[src/rtl/ycbcr_pkg.sv]
// Shared constants for the YCbCr-to-RGB stream: matrix coefficients for
// BT.601/BT.709, mode encodings and studio-range offset helpers.
package ycbcr_pkg;

  localparam logic MODE_BT601 = 1'b0;
  localparam logic MODE_BT709 = 1'b1;

  localparam real C601_Y  = 1.164;
  localparam real C601_RV = 1.596;
  localparam real C601_GV = 0.813;
  localparam real C601_GU = 0.392;
  localparam real C601_BU = 2.017;

  localparam real C709_Y  = 1.164;
  localparam real C709_RV = 1.793;
  localparam real C709_GV = 0.533;
  localparam real C709_GU = 0.213;
  localparam real C709_BU = 2.112;

  // round(c * 2^frac) for positive coefficient magnitudes
  function automatic int coef_fixed(input real c, input int frac);
    return $rtoi(c * $itor(1 << frac) + 0.5);
  endfunction

  function automatic int y_offset(input int dw);
    return 16 << (dw - 8);
  endfunction

  function automatic int c_offset(input int dw);
    return 128 << (dw - 8);
  endfunction

endpackage

[src/rtl/csc_clip.sv]
// One output channel of the colour-space converter: round the fixed-point
// accumulator to an integer and saturate it to [0, 2^DW-1].
module csc_clip #(
  parameter int AW   = 26,
  parameter int DW   = 8,
  parameter int FRAC = 12
) (
  input  logic signed [AW-1:0] acc_i,
  output logic [DW-1:0]        pix_o,
  output logic                 clip_o
);

  localparam logic signed [AW-1:0] HALF = {{(AW-FRAC){1'b0}}, 1'b1, {(FRAC-1){1'b0}}};
  localparam logic signed [AW-1:0] MAXV = {{(AW-DW){1'b0}}, {DW{1'b1}}};

  function automatic logic signed [AW-1:0] round_shift(input logic signed [AW-1:0] a);
    return (a + HALF) >>> FRAC;
  endfunction

  // Returns {clipped, pixel}
  function automatic logic [DW:0] saturate(input logic signed [AW-1:0] v);
    if (v[AW-1]) begin
      return {1'b1, {DW{1'b0}}};
    end else if (v > MAXV) begin
      return {1'b1, {DW{1'b1}}};
    end else begin
      return {1'b0, v[DW-1:0]};
    end
  endfunction

  always_comb begin
    {clip_o, pix_o} = saturate(round_shift(acc_i));
  end

endmodule

[src/rtl/ycbcr_to_rgb_stream.sv]
// Streaming studio-range YCbCr 4:4:4 to full-range RGB, 3-stage pipeline with
// valid/ready backpressure. Define CSC_CLIP_COUNT_EN to add the clip counter.
module ycbcr_to_rgb_stream #(
  parameter int DW   = 8,
  parameter int FRAC = 12
) (
  input  logic          clk,
  input  logic          rst,
  input  logic          in_valid,
  output logic          in_ready,
  input  logic [DW-1:0] in_y,
  input  logic [DW-1:0] in_cb,
  input  logic [DW-1:0] in_cr,
  input  logic          in_sop,
  input  logic          in_eop,
  input  logic          mode,
  output logic          out_valid,
  input  logic          out_ready,
  output logic [DW-1:0] out_red,
  output logic [DW-1:0] out_green,
  output logic [DW-1:0] out_blue,
  output logic          out_sop,
  output logic          out_eop
`ifdef CSC_CLIP_COUNT_EN
  ,
  input  logic          clip_clear,
  output logic [15:0]   clip_count
`endif
);
  import ycbcr_pkg::*;

  localparam int IW = DW + 1;
  localparam int AW = DW + FRAC + 6;

  localparam logic signed [IW-1:0] Y_OFF = IW'(y_offset(DW));
  localparam logic signed [IW-1:0] C_OFF = IW'(c_offset(DW));

  localparam logic signed [AW-1:0] K_Y     = AW'(coef_fixed(C601_Y,  FRAC));
  localparam logic signed [AW-1:0] K601_RV = AW'(coef_fixed(C601_RV, FRAC));
  localparam logic signed [AW-1:0] K601_GV = AW'(coef_fixed(C601_GV, FRAC));
  localparam logic signed [AW-1:0] K601_GU = AW'(coef_fixed(C601_GU, FRAC));
  localparam logic signed [AW-1:0] K601_BU = AW'(coef_fixed(C601_BU, FRAC));
  localparam logic signed [AW-1:0] K709_RV = AW'(coef_fixed(C709_RV, FRAC));
  localparam logic signed [AW-1:0] K709_GV = AW'(coef_fixed(C709_GV, FRAC));
  localparam logic signed [AW-1:0] K709_GU = AW'(coef_fixed(C709_GU, FRAC));
  localparam logic signed [AW-1:0] K709_BU = AW'(coef_fixed(C709_BU, FRAC));

  logic ce, accept;
  logic mode_q, mode_d;

  logic                 vld_p0_q, vld_p0_d, sop_p0_q, sop_p0_d, eop_p0_q, eop_p0_d;
  logic signed [IW-1:0] y_p0_q, y_p0_d, cb_p0_q, cb_p0_d, cr_p0_q, cr_p0_d;

  logic                 vld_p1_q, vld_p1_d, sop_p1_q, sop_p1_d, eop_p1_q, eop_p1_d;
  logic signed [AW-1:0] acc_r_p1_q, acc_r_p1_d, acc_g_p1_q, acc_g_p1_d, acc_b_p1_q, acc_b_p1_d;

  logic                 vld_p2_q, vld_p2_d, sop_p2_q, sop_p2_d, eop_p2_q, eop_p2_d;
  logic [DW-1:0]        red_p2_q, red_p2_d, green_p2_q, green_p2_d, blue_p2_q, blue_p2_d;

  logic signed [AW-1:0] y_ext, cb_ext, cr_ext, k_rv, k_gv, k_gu, k_bu;
  logic signed [AW-1:0] acc_r_c, acc_g_c, acc_b_c;
  logic [DW-1:0]        red_c, green_c, blue_c;
  logic [2:0]           clip_c;

  csc_clip #(.AW(AW), .DW(DW), .FRAC(FRAC)) u_clip_r (
    .acc_i(acc_r_p1_q), .pix_o(red_c),   .clip_o(clip_c[0]));
  csc_clip #(.AW(AW), .DW(DW), .FRAC(FRAC)) u_clip_g (
    .acc_i(acc_g_p1_q), .pix_o(green_c), .clip_o(clip_c[1]));
  csc_clip #(.AW(AW), .DW(DW), .FRAC(FRAC)) u_clip_b (
    .acc_i(acc_b_p1_q), .pix_o(blue_c),  .clip_o(clip_c[2]));

  always_comb begin
    ce     = !vld_p2_q || out_ready;
    accept = in_valid && ce;

    // A frame's matrix is latched by its sop beat and used from that pixel on
    mode_d = mode_q;
    if (accept && in_sop) begin
      mode_d = mode;
    end

    y_ext  = {{(AW-IW){y_p0_q[IW-1]}},  y_p0_q};
    cb_ext = {{(AW-IW){cb_p0_q[IW-1]}}, cb_p0_q};
    cr_ext = {{(AW-IW){cr_p0_q[IW-1]}}, cr_p0_q};
    k_rv   = (mode_q == MODE_BT709) ? K709_RV : K601_RV;
    k_gv   = (mode_q == MODE_BT709) ? K709_GV : K601_GV;
    k_gu   = (mode_q == MODE_BT709) ? K709_GU : K601_GU;
    k_bu   = (mode_q == MODE_BT709) ? K709_BU : K601_BU;

    acc_r_c = y_ext * K_Y + cr_ext * k_rv;
    acc_g_c = y_ext * K_Y - cr_ext * k_gv - cb_ext * k_gu;
    acc_b_c = y_ext * K_Y + cb_ext * k_bu;

    vld_p0_d = vld_p0_q; sop_p0_d = sop_p0_q; eop_p0_d = eop_p0_q;
    y_p0_d   = y_p0_q;   cb_p0_d  = cb_p0_q;  cr_p0_d  = cr_p0_q;
    vld_p1_d = vld_p1_q; sop_p1_d = sop_p1_q; eop_p1_d = eop_p1_q;
    acc_r_p1_d = acc_r_p1_q; acc_g_p1_d = acc_g_p1_q; acc_b_p1_d = acc_b_p1_q;
    vld_p2_d = vld_p2_q; sop_p2_d = sop_p2_q; eop_p2_d = eop_p2_q;
    red_p2_d = red_p2_q; green_p2_d = green_p2_q; blue_p2_d = blue_p2_q;

    if (ce) begin
      // S1: remove studio-range offsets
      vld_p0_d = in_valid;
      sop_p0_d = in_sop;
      eop_p0_d = in_eop;
      y_p0_d   = $signed({1'b0, in_y})  - Y_OFF;
      cb_p0_d  = $signed({1'b0, in_cb}) - C_OFF;
      cr_p0_d  = $signed({1'b0, in_cr}) - C_OFF;
      // S2: matrix multiply-accumulate
      vld_p1_d   = vld_p0_q;
      sop_p1_d   = sop_p0_q;
      eop_p1_d   = eop_p0_q;
      acc_r_p1_d = acc_r_c;
      acc_g_p1_d = acc_g_c;
      acc_b_p1_d = acc_b_c;
      // S3: round, clip, register outputs
      vld_p2_d   = vld_p1_q;
      sop_p2_d   = sop_p1_q;
      eop_p2_d   = eop_p1_q;
      red_p2_d   = red_c;
      green_p2_d = green_c;
      blue_p2_d  = blue_c;
    end
  end

  always_ff @(posedge clk) begin
    if (rst) begin
      mode_q     <= MODE_BT601;
      vld_p0_q   <= 1'b0;
      sop_p0_q   <= 1'b0;
      eop_p0_q   <= 1'b0;
      vld_p1_q   <= 1'b0;
      sop_p1_q   <= 1'b0;
      eop_p1_q   <= 1'b0;
      vld_p2_q   <= 1'b0;
      sop_p2_q   <= 1'b0;
      eop_p2_q   <= 1'b0;
      red_p2_q   <= '0;
      green_p2_q <= '0;
      blue_p2_q  <= '0;
    end else begin
      mode_q     <= mode_d;
      vld_p0_q   <= vld_p0_d;
      sop_p0_q   <= sop_p0_d;
      eop_p0_q   <= eop_p0_d;
      vld_p1_q   <= vld_p1_d;
      sop_p1_q   <= sop_p1_d;
      eop_p1_q   <= eop_p1_d;
      vld_p2_q   <= vld_p2_d;
      sop_p2_q   <= sop_p2_d;
      eop_p2_q   <= eop_p2_d;
      red_p2_q   <= red_p2_d;
      green_p2_q <= green_p2_d;
      blue_p2_q  <= blue_p2_d;
    end
  end

  // Intermediate datapath registers carry no reset; their valid bits gate them
  always_ff @(posedge clk) begin
    y_p0_q     <= y_p0_d;
    cb_p0_q    <= cb_p0_d;
    cr_p0_q    <= cr_p0_d;
    acc_r_p1_q <= acc_r_p1_d;
    acc_g_p1_q <= acc_g_p1_d;
    acc_b_p1_q <= acc_b_p1_d;
  end

`ifdef CSC_CLIP_COUNT_EN
  logic        clip_p2_q, clip_p2_d;
  logic [15:0] clip_cnt_q, clip_cnt_d;

  always_comb begin
    clip_p2_d = clip_p2_q;
    if (ce) begin
      clip_p2_d = |clip_c;
    end
    clip_cnt_d = clip_cnt_q;
    if (clip_clear) begin
      clip_cnt_d = '0;
    end else if (vld_p2_q && out_ready && clip_p2_q && (clip_cnt_q != 16'hFFFF)) begin
      clip_cnt_d = clip_cnt_q + 16'd1;
    end
  end

  always_ff @(posedge clk) begin
    if (rst) begin
      clip_p2_q  <= 1'b0;
      clip_cnt_q <= '0;
    end else begin
      clip_p2_q  <= clip_p2_d;
      clip_cnt_q <= clip_cnt_d;
    end
  end

  assign clip_count = clip_cnt_q;
`else
  logic clip_unused;
  assign clip_unused = |clip_c;
`endif

  assign in_ready  = ce;
  assign out_valid = vld_p2_q;
  assign out_red   = red_p2_q;
  assign out_green = green_p2_q;
  assign out_blue  = blue_p2_q;
  assign out_sop   = sop_p2_q;
  assign out_eop   = eop_p2_q;

endmodule

[config.mk]
export PLATFORM = sky130hd
export DESIGN_NAME = ycbcr_to_rgb_stream
export DESIGN_NICKNAME = d
export VERILOG_FILES = /design/src/rtl/ycbcr_pkg.sv /design/src/rtl/csc_clip.sv /design/src/rtl/ycbcr_to_rgb_stream.sv
export SDC_FILE = /design/constraint.sdc
export NUM_CORES = 1
export LEC_CHECK = 0
export BUFFER_PORTS_ARGS = -buffer_cell sky130_fd_sc_hd__buf_4
export CAP_MARGIN = 20
export CORE_MARGIN = 8
export CORE_UTILIZATION = 45
export CTS_BUF_LIST = sky130_fd_sc_hd__clkbuf_16
export CTS_CLUSTER_DIAMETER = 80
export DETAILED_ROUTE_END_ITERATION = 8
export REMOVE_ABC_BUFFERS = 1
export SYNTH_ARGS = -nofsm -noshare
export SYNTH_HDL_FRONTEND = slang
export SYNTH_SLANG_ARGS = --single-unit
[constraint.sdc]
create_clock -name clk -period 17.95 [get_ports clk]
set_clock_uncertainty 0.05 [all_clocks]
set_input_delay 2.6925 -clock clk [delete_from_list [all_inputs] [get_ports clk]]
set_output_delay 2.6925 -clock clk [all_outputs]
set_load 0.02 [all_outputs]
* Word level (Yosys, flattened, before mapping) *
Cells that the tools add are included.

cells by class
  mux-type cells = 10
  $mul = 5
  $add $sub $neg = 10
  reductions and logical operators = 4
  $lt $le $gt $ge = 3

operator list
  operator                                                               count
  26-bit by 13-bit adder with 26-bit output, second input constant       3
  8-bit two-way mux                                                      6
  14-bit by 9-bit > comparator with 1-bit output, second input constant  3
  11-bit two-way mux                                                     3
  23-bit by 24-bit adder with 25-bit output                              1
  24-bit by 21-bit subtractor with 25-bit output                         1
  23-bit by 23-bit adder with 24-bit output                              1
  9-bit by 15-bit multiplier with 24-bit output                          1
  23-bit by 22-bit subtractor with 24-bit output                         1
  9-bit by 14-bit multiplier with 23-bit output                          1
  9-bit by 13-bit multiplier with 22-bit output                          1
  9-bit by 12-bit multiplier with 21-bit output                          1
  9-bit by 9-bit multiplier with 18-bit output, second input constant    1
  8-bit by 8-bit subtractor with 9-bit output, second input constant     2
  9-bit two-way mux                                                      1
  8-bit by 5-bit subtractor with 9-bit output, second input constant     1
  1-bit logical AND                                                      2
  1-bit logical NOT                                                      1
  1-bit logical OR                                                       1

storage, ports and cells
  output and inout port bits = 28
  word-level logic and storage cells = 51
  flip-flop bits (word level) = 139
  input port bits = 31

* Depth between registers and ports, before layout *
Gate-level depths: netlist of the first run.

  depth after elaboration = 4
  depth in mapped cells = 33
  depth with buffers taken out = 33

* Hierarchy *
From an unflattened synthesis of the first run, not the netlist that was laid out.

second synthesis, totals
  cell total of the unflattened synthesis = 1,825
  area, all modules = 18,131.1 µm²

modules (own cells, without submodules)
  module               cells each  area an instance (µm²)  times used  seq. area each (µm²)
  ycbcr_to_rgb_stream  1,690       17,125.2                1           3,653.5
  csc_clip             45          335.3                   3           0.0

* Worst setup path after synthesis of the first run *
OpenSTA, ideal clock, no wires.

  kind = input to output
  start = input out_ready
  end = output in_ready
  slack = 10.226 ns
  data required time = 15.207 ns
  path buffers = 1
  arrival = 4.981 ns
  stages on the path = 3
  path through = nor2b_1 > inv_1 > clkbuf_1

on the way
  cells in the longest elaborated chain, start to end = 1

RTL lines
  item                line                       RTL
  start: declaration  ycbcr_to_rgb_stream.sv:18  input logic out_ready,
  1-bit logical OR    ycbcr_to_rgb_stream.sv:73  ce = !vld_p2_q || out_ready;
  end: declaration    ycbcr_to_rgb_stream.sv:10  output logic in_ready,

Every way passes these cells.

* Worst setup path after layout of the first run *
  start = register y_p0_q[8]
  end = register acc_g_p1_q[24], data pin

on the way
  cells in the longest elaborated chain, start to end = 3

RTL lines
  item                                            line                        RTL
  start: declaration                              ycbcr_to_rgb_stream.sv:52   logic signed [IW-1:0] y_p0_q, y_p0_d, cb_p0_q, cb_p0_d, cr_p0_q, cr_p0_d;
  start signal: assignment                        ycbcr_to_rgb_stream.sv:160  y_p0_q <= y_p0_d;
  9-bit by 9-bit multiplier with 18-bit output    ycbcr_to_rgb_stream.sv:91   acc_g_c = y_ext * K_Y - cr_ext * k_gv - cb_ext * k_gu;
  23-bit by 22-bit subtractor with 24-bit output  ycbcr_to_rgb_stream.sv:91
  24-bit by 21-bit subtractor with 25-bit output  ycbcr_to_rgb_stream.sv:91
  via acc_g_c[24]                                 ycbcr_to_rgb_stream.sv:61   logic signed [AW-1:0] acc_r_c, acc_g_c, acc_b_c;
  end signal: assignment                          ycbcr_to_rgb_stream.sv:164  acc_g_p1_q <= acc_g_p1_d;
  end: declaration                                ycbcr_to_rgb_stream.sv:55   logic signed [AW-1:0] acc_r_p1_q, acc_r_p1_d, acc_g_p1_q, acc_g_p1_d, acc_b_p1_q, acc_b_p1_d;

The timed path passes the listed nets, and every way through them passes these cells.
A chain may end at the register's enable or synchronous reset.

==> results of run 1 <==
==> cell type report <==
type / instances / area share
clock buffer: 9 / 0.01310
clock inverter: 7 / 0.004441
inverter: 431 / 0.09420
multi-input combinational: 1047 / 0.6714
sequential: 100 / 0.1549
tap: 455 / 0.03312
timing repair buffer: 65 / 0.02883
==> metal layers <==
layer  vias to the layer above  GRT usage  wire length [um]
met5                         -          0                 0
met3                        40    0.02475              1239
met4                         0    0.05025               741
li1                       5157          -                 -
met1                      5165     0.2400             16570
met2                       166     0.3151             17250
==> placed cells by master, fill, tap and decap left out, drive strengths merged, types with 6 or more instances in the layout <==
cell and count:
conb 15, nor2 47, xnor2 55, nand4 12, nor2b 13, xor2 25, o21ai 21, fa 227
nand3 22, a31oi 6, a21o 33, ha 304, o211ai 8, and3 12, a21oi 60, dfxtp 34
inv 434, clkbuf 9, nand2b 20, edfxtp 66, nand2 69, nor3 20, and2 7, buf 65
==> worst max-delay path, delay by kind of cell, from the launching register on <==
family                     cells  cell delay (ps)
AOI/OAI and AO/OA              6             1410
adders and majority gates     11             4390
xor gates and xnor gates       2              260
and+or+nand+nor                3              580
DFF                            1              700
buffers and inverters          8              500
==> stage by stage <==
stage,utilization,setup WS (ps)
global route,0.4963,9324
detailed placement,0.4872,9822
CTS,0.4959,9805
global placement,0.4872,9985
finish,0.4963,9794
floorplan,-,10510
==> cell families after synthesis <==
group,count (synthesis),share of synthesized area
buf+inv,447,0.1060
flops,100,0.1682
mux,5,0.003320
xor+xnor,80,0.04427
compound gates,169,0.07265
fa+ha+maj,531,0.5274
simple gates,247,0.07763
other cells,2,0.0004745
==> final timing paths <==
kind              slack, ps  depth (start not counted)              to  startpoint
setup reg to reg       9790                         30  acc_g_p1_q[24]   y_p0_q[8]
hold / removal          400                          2         out_sop    sop_p1_q
setup / recovery       9790                         30  acc_g_p1_q[24]   y_p0_q[8]
hold reg to reg         400                          2         out_sop    sop_p1_q
==> flip-flops by register name, indices dropped and copies added, names as in the netlist, 8 cells and up <==
name	cells
out_red	8
acc_b_p1_q	14
cb_p0_q	8
acc_r_p1_q	13
out_blue	8
out_green	8
cr_p0_q	8
y_p0_q	9
acc_g_p1_q	14
==> summary.md, run 1 <==
| Metric | Value |
|---|---|
| Total core area | `between 30000 and 40000 um2` |
| Data arrival time of the critical path | `8230 ps` |
| Detailed placer's ending HPWL | `roughly 31000 um` |
| Clock latency on the worst-skew pair | `~370 ps` |
| Syn Inst Count | `~1600` |
| DRC viols | `0` |
| Vias/cell | `between 4 and 5` |
| # rows | `68` |
| RSZ-0062 raised after global routing | `false` |
| Dpl cell area | `16870 um2` |
| Peak Freq | `~120 MHz` |
| Slowest cell on crit path | `edfxtp_1` |
| Crit-path max cell delay | `700 ps` |
| Most frequent CP cell | `inv_1` |
| Nets | `~2200` |
| Vias in the first global route | `11280` |
| Total congestion overflow | `0` |
| Cts repair resizes | `0` |
| CTS H-tree depth | `3` |
| Synth area leader | `fa_1` |
| Multi-input combinational cell area | `around 12000 um2` |
| Routed wire per std cell | `between 15 and 20 um` |
| Initial antenna violation count | `0` |
| Synth top area share | `0.2871` |
| First-pass GRT wire length | `59730 um` |
| Routed Wire Length | `between 30000 and 40000 um` |
| Part of the Yosys area used for sequential elements | `0.1682` |
| Most common cell in the synthesized netlist | `inv_1` |
| Layout cells sized above 1 | `0.05967` |
| WHS | `403.1 ps` |
| Top cells by area, synth | `fa_1 29%, ha_1 24%, edfxtp_1 13%` |
| Relative slew slack | `0.3902` |
| CP required | `18020 ps` |
| Yosys cell types | `62` |
| HP Class | `reg -> reg` |
| Post-CTS Setup Bufs | `0` |
| Die ar. | `just over 40000 um2` |
| Post-route design area | `17190 um2` |
| Die Height | `203.5 um` |
| Top_reg_cell synth | `edfxtp_1` |
| Post-route ant nets | `0` |
| Starting Density | `0.4571` |
| Buffer depth of the longest clock path | `2` |
| Number of cells after detailed placement | `around 2100` |
| Critical path launch point type | `register` |
| Outcome | `finished, final reports clean` |
| CP endpoint kind | `register` |
| Worst setup path class | `reg -> reg` |
| PortBufs | `58` |
| Largest net degree at the start of global routing | `56` |
| Fin Setup TNS | `0 ps` |
| Total Routing Usage GR | `0.1834` |
| Via count | `10530` |
| Clock transition at the registers of the reported paths | `80 ps` |
| Largest fanout on the critical path | `14` |
| # IOs | `59` |
| Non-filler instance count after layout | `2114` |
| Layout area overhead | `8.585%` |
| CTS tree | `yes` |
| Cts hold-fix bufs | `0` |
| Storage cell area | `2663 um2` |
| Share of the clock period used by the worst path | `0.4544` |
| Clock root buffer | `clkbuf_16` |
| Hold Fails Final Rpt | `0` |
| EDFF count, synth | `66` |
| Placer congestion estimate | `approximately 0.9` |
| Cts bufs inserted | `9` |
| Synth warn | `0` |
| Slew @ Worst Pin | `908.2 ps` |
| Drt first pass iters | `4` |
| Min Tclk post-route | `8156 ps` |
| Fill cells | `3190` |
| Sink Count | `100` |
| Most frequent cells after synthesis | `431 x inv_1, 304 x ha_1, 227 x fa_1` |
| # diodes | `0` |
| Die W | `203.5 um` |
| Post-Syn Area | `15830 um2` |
| MaxCap Viol Count | `0` |
| Iter 0 DRT Violations | `487` |
| Synth Register Bits | `100` |
| Final Max Tran Viols | `0` |
| Mean Syn Cell Area | `around 10 um2` |
| Ys async rst share | `0` |
| Setup violators final | `0` |
Power of run 1 is left out: the tool's default activity adds up to more than one toggle a clock period on the data nets, which glitch-free logic cannot reach.
==> inputs of run 2 (changes only) <==
==> constraint.sdc (replaced) <==
create_clock -name clk -period 8 [get_ports clk]
set_clock_uncertainty 0.05 [all_clocks]
set_input_delay 1.2 -clock clk [delete_from_list [all_inputs] [get_ports clk]]
set_output_delay 1.2 -clock clk [all_outputs]
set_load 0.02 [all_outputs]
==> run 2 against run 1 <==
  * Non-clock buffer count is 19 higher
  * Utilization is 0.58 points higher
  * Register-to-register slack worse by 9500 ps
  * Worst setup slack worse by 9500 ps
  * Final area is 1.2% higher
  * Critical endpoint is now acc_g_p1_q[19]
  * First-iteration DRC count is 5.7% higher
  * Die area stayed put
  * Sequential share of layout area is 0.18 points lower
  * Global-route usage is 0.39 points lower
  * Flip-flop and latch count stayed put
  * Highest routed layer unchanged
==> summary.md, run 2 (synthesized netlist as in run 1, its figures left out) <==
| Metric | Value |
|---|---|
| Routed wire per std cell | `16.64 um` |
| Outcome | `finished, final reports clean` |
| HP Class | `reg -> reg` |
| Crit-path max cell delay | `530 ps` |
| CTS tree | `yes` |
| Drt first pass iters | `5` |
| Setup violators final | `0` |
| Slowest cell on crit path | `fa_1` |
| Commonest non-fill, non-tap cell in the layout | `inv_1` |
| Placer congestion estimate | `0.9305` |
| Fin Setup TNS | `0 ps` |
| Layout area overhead | `9.858%` |
| Largest net degree at the start of global routing | `46` |
| Routed Wire Length | `35500 um` |
| CTS H-tree depth | `3` |
| Storage cell area | `around 2700 um2` |
| Most frequent cells in the layout | `430 x inv_1, 303 x ha_1, 227 x fa_1` |
| Detailed placer's ending HPWL | `31380 um` |
| Number of cells after detailed placement | `2113` |
| Layout cells sized above 1 | `0.07330` |
| Die W | `203.5 um` |
| Family with the most delay on the worst path | `adder cells` |
| Peak Freq | `around 130 MHz` |
| Clock root buffer | `clkbuf_16` |
| Biggest regs | `acc_b_p1_q (14), acc_g_p1_q (14), acc_r_p1_q (13)` |
| Cts bufs inserted | `9` |
| Multi-input combinational cell area | `11570 um2` |
| First-pass GRT wire length | `57900 um` |
| Cts hold-fix bufs | `0` |
| Data arrival time of the critical path | `7910 ps` |
| Most frequent CP cell | `inv_1` |
| CP required | `a little over 8000 ps` |
| Total Routing Usage GR | `0.1795` |
| Initial antenna violation count | `0` |
| MaxCap Viol Count | `0` |
| Die ar. | `41430 um2` |
| Starting Density | `0.4571` |
| Min Tclk post-route | `7718 ps` |
| Critical path launch point type | `register` |
| Slew @ Worst Pin | `793.3 ps` |
| Largest fanout on the critical path | `4` |
| Vias/cell | `4.934` |
| Vias in the first global route | `11140` |
| Total core area | `about 35000 um2` |
| # diodes | `0` |
| CP endpoint kind | `register` |
| Critical path buffers and inverters | `8` |
| DRC viols | `0` |
| PortBufs | `58` |
| Clock transition at the registers of the reported paths | `80 ps` |
| # rows | `68` |
| RSZ-0062 raised after global routing | `false` |
| Final Max Tran Viols | `0` |
| # IOs | `59` |
| Die Height | `203.5 um` |
| Total congestion overflow | `0` |
| Non-filler instance count after layout | `~2100` |
| Share of the clock period used by the worst path | `0.9647` |
| Via count | `10520` |
| Final core occ | `0.5021` |
| Iter 0 DRT Violations | `515` |
| Clock latency on the worst-skew pair | `~380 ps` |
| Hold Fails Final Rpt | `0` |
| Fill cells | `3227` |
| WHS | `401.9 ps` |
| Nets | `2235` |
| Relative slew slack | `0.4704` |
| Buffer depth of the longest clock path | `2` |
| Worst setup path class | `reg -> reg` |
| Post-route ant nets | `0` |
| Sink Count | `100` |
-- run 2: per-stage QoR --
| stage | instance area, um2 | worst slack (ps) |
|---|---|---|
| 6_report | 17390 | 282.1 |
| 5_1_grt | 17390 | 24.72 |
| 3_3_place_gp | 16990 | 192.2 |
| 4_1_cts | 17310 | 59.04 |
| 3_5_place_dp | 16990 | 9.153 |
| 2_1_floorplan | 15820 | 556.9 |
-- run 2: timing repair --
action	4_1_cts	5_1_grt
setup endpoints to repair	1	5
setup buffers	0	3
cloned	0	0
pin swaps	0	2
resized for setup	1	4
-- run 2: cell type report --
class,instances,share of cell area
inverters,431,0.09311
flip-flops and latches,100,0.1531
multi-input cells,1047,0.6657
clock buffers,9,0.01295
repair buffers,84,0.03742
clock inverters,7,0.004965
well taps,455,0.03274
-- run 2: final timing paths --
path / slack [ps] / cells past startpoint / from / end
worst max-delay path: 280 / 28 / y_p0_q[3] / acc_g_p1_q[19]
worst min-delay path: 400 / 2 / out_eop / out_eop
worst max register to register: 280 / 28 / y_p0_q[3] / acc_g_p1_q[19]
worst min register to register: 400 / 2 / out_eop / out_eop
-- run 2: tightest hold or removal path, delay by kind of cell, from the launching register on --
family,cells,cell delay (ps)
AND/OR/NAND/NOR,1,50
flip-flops,1,310
AO/OA/AOI/OAI,1,50
-- run 2: layer usage --
metal / wire length [um] / up-vias / GRT usage / share of wire
met5: 0 / - / 0 / 0
met4: 833 / 0 / 0.05465 / 0.023
met3: 1475 / 42 / 0.02698 / 0.042
met2: 17110 / 158 / 0.3066 / 0.48
met1: 16080 / 5130 / 0.2324 / 0.45
li1: - / 5194 / - / -
Power of run 2 is left out for the same reason.
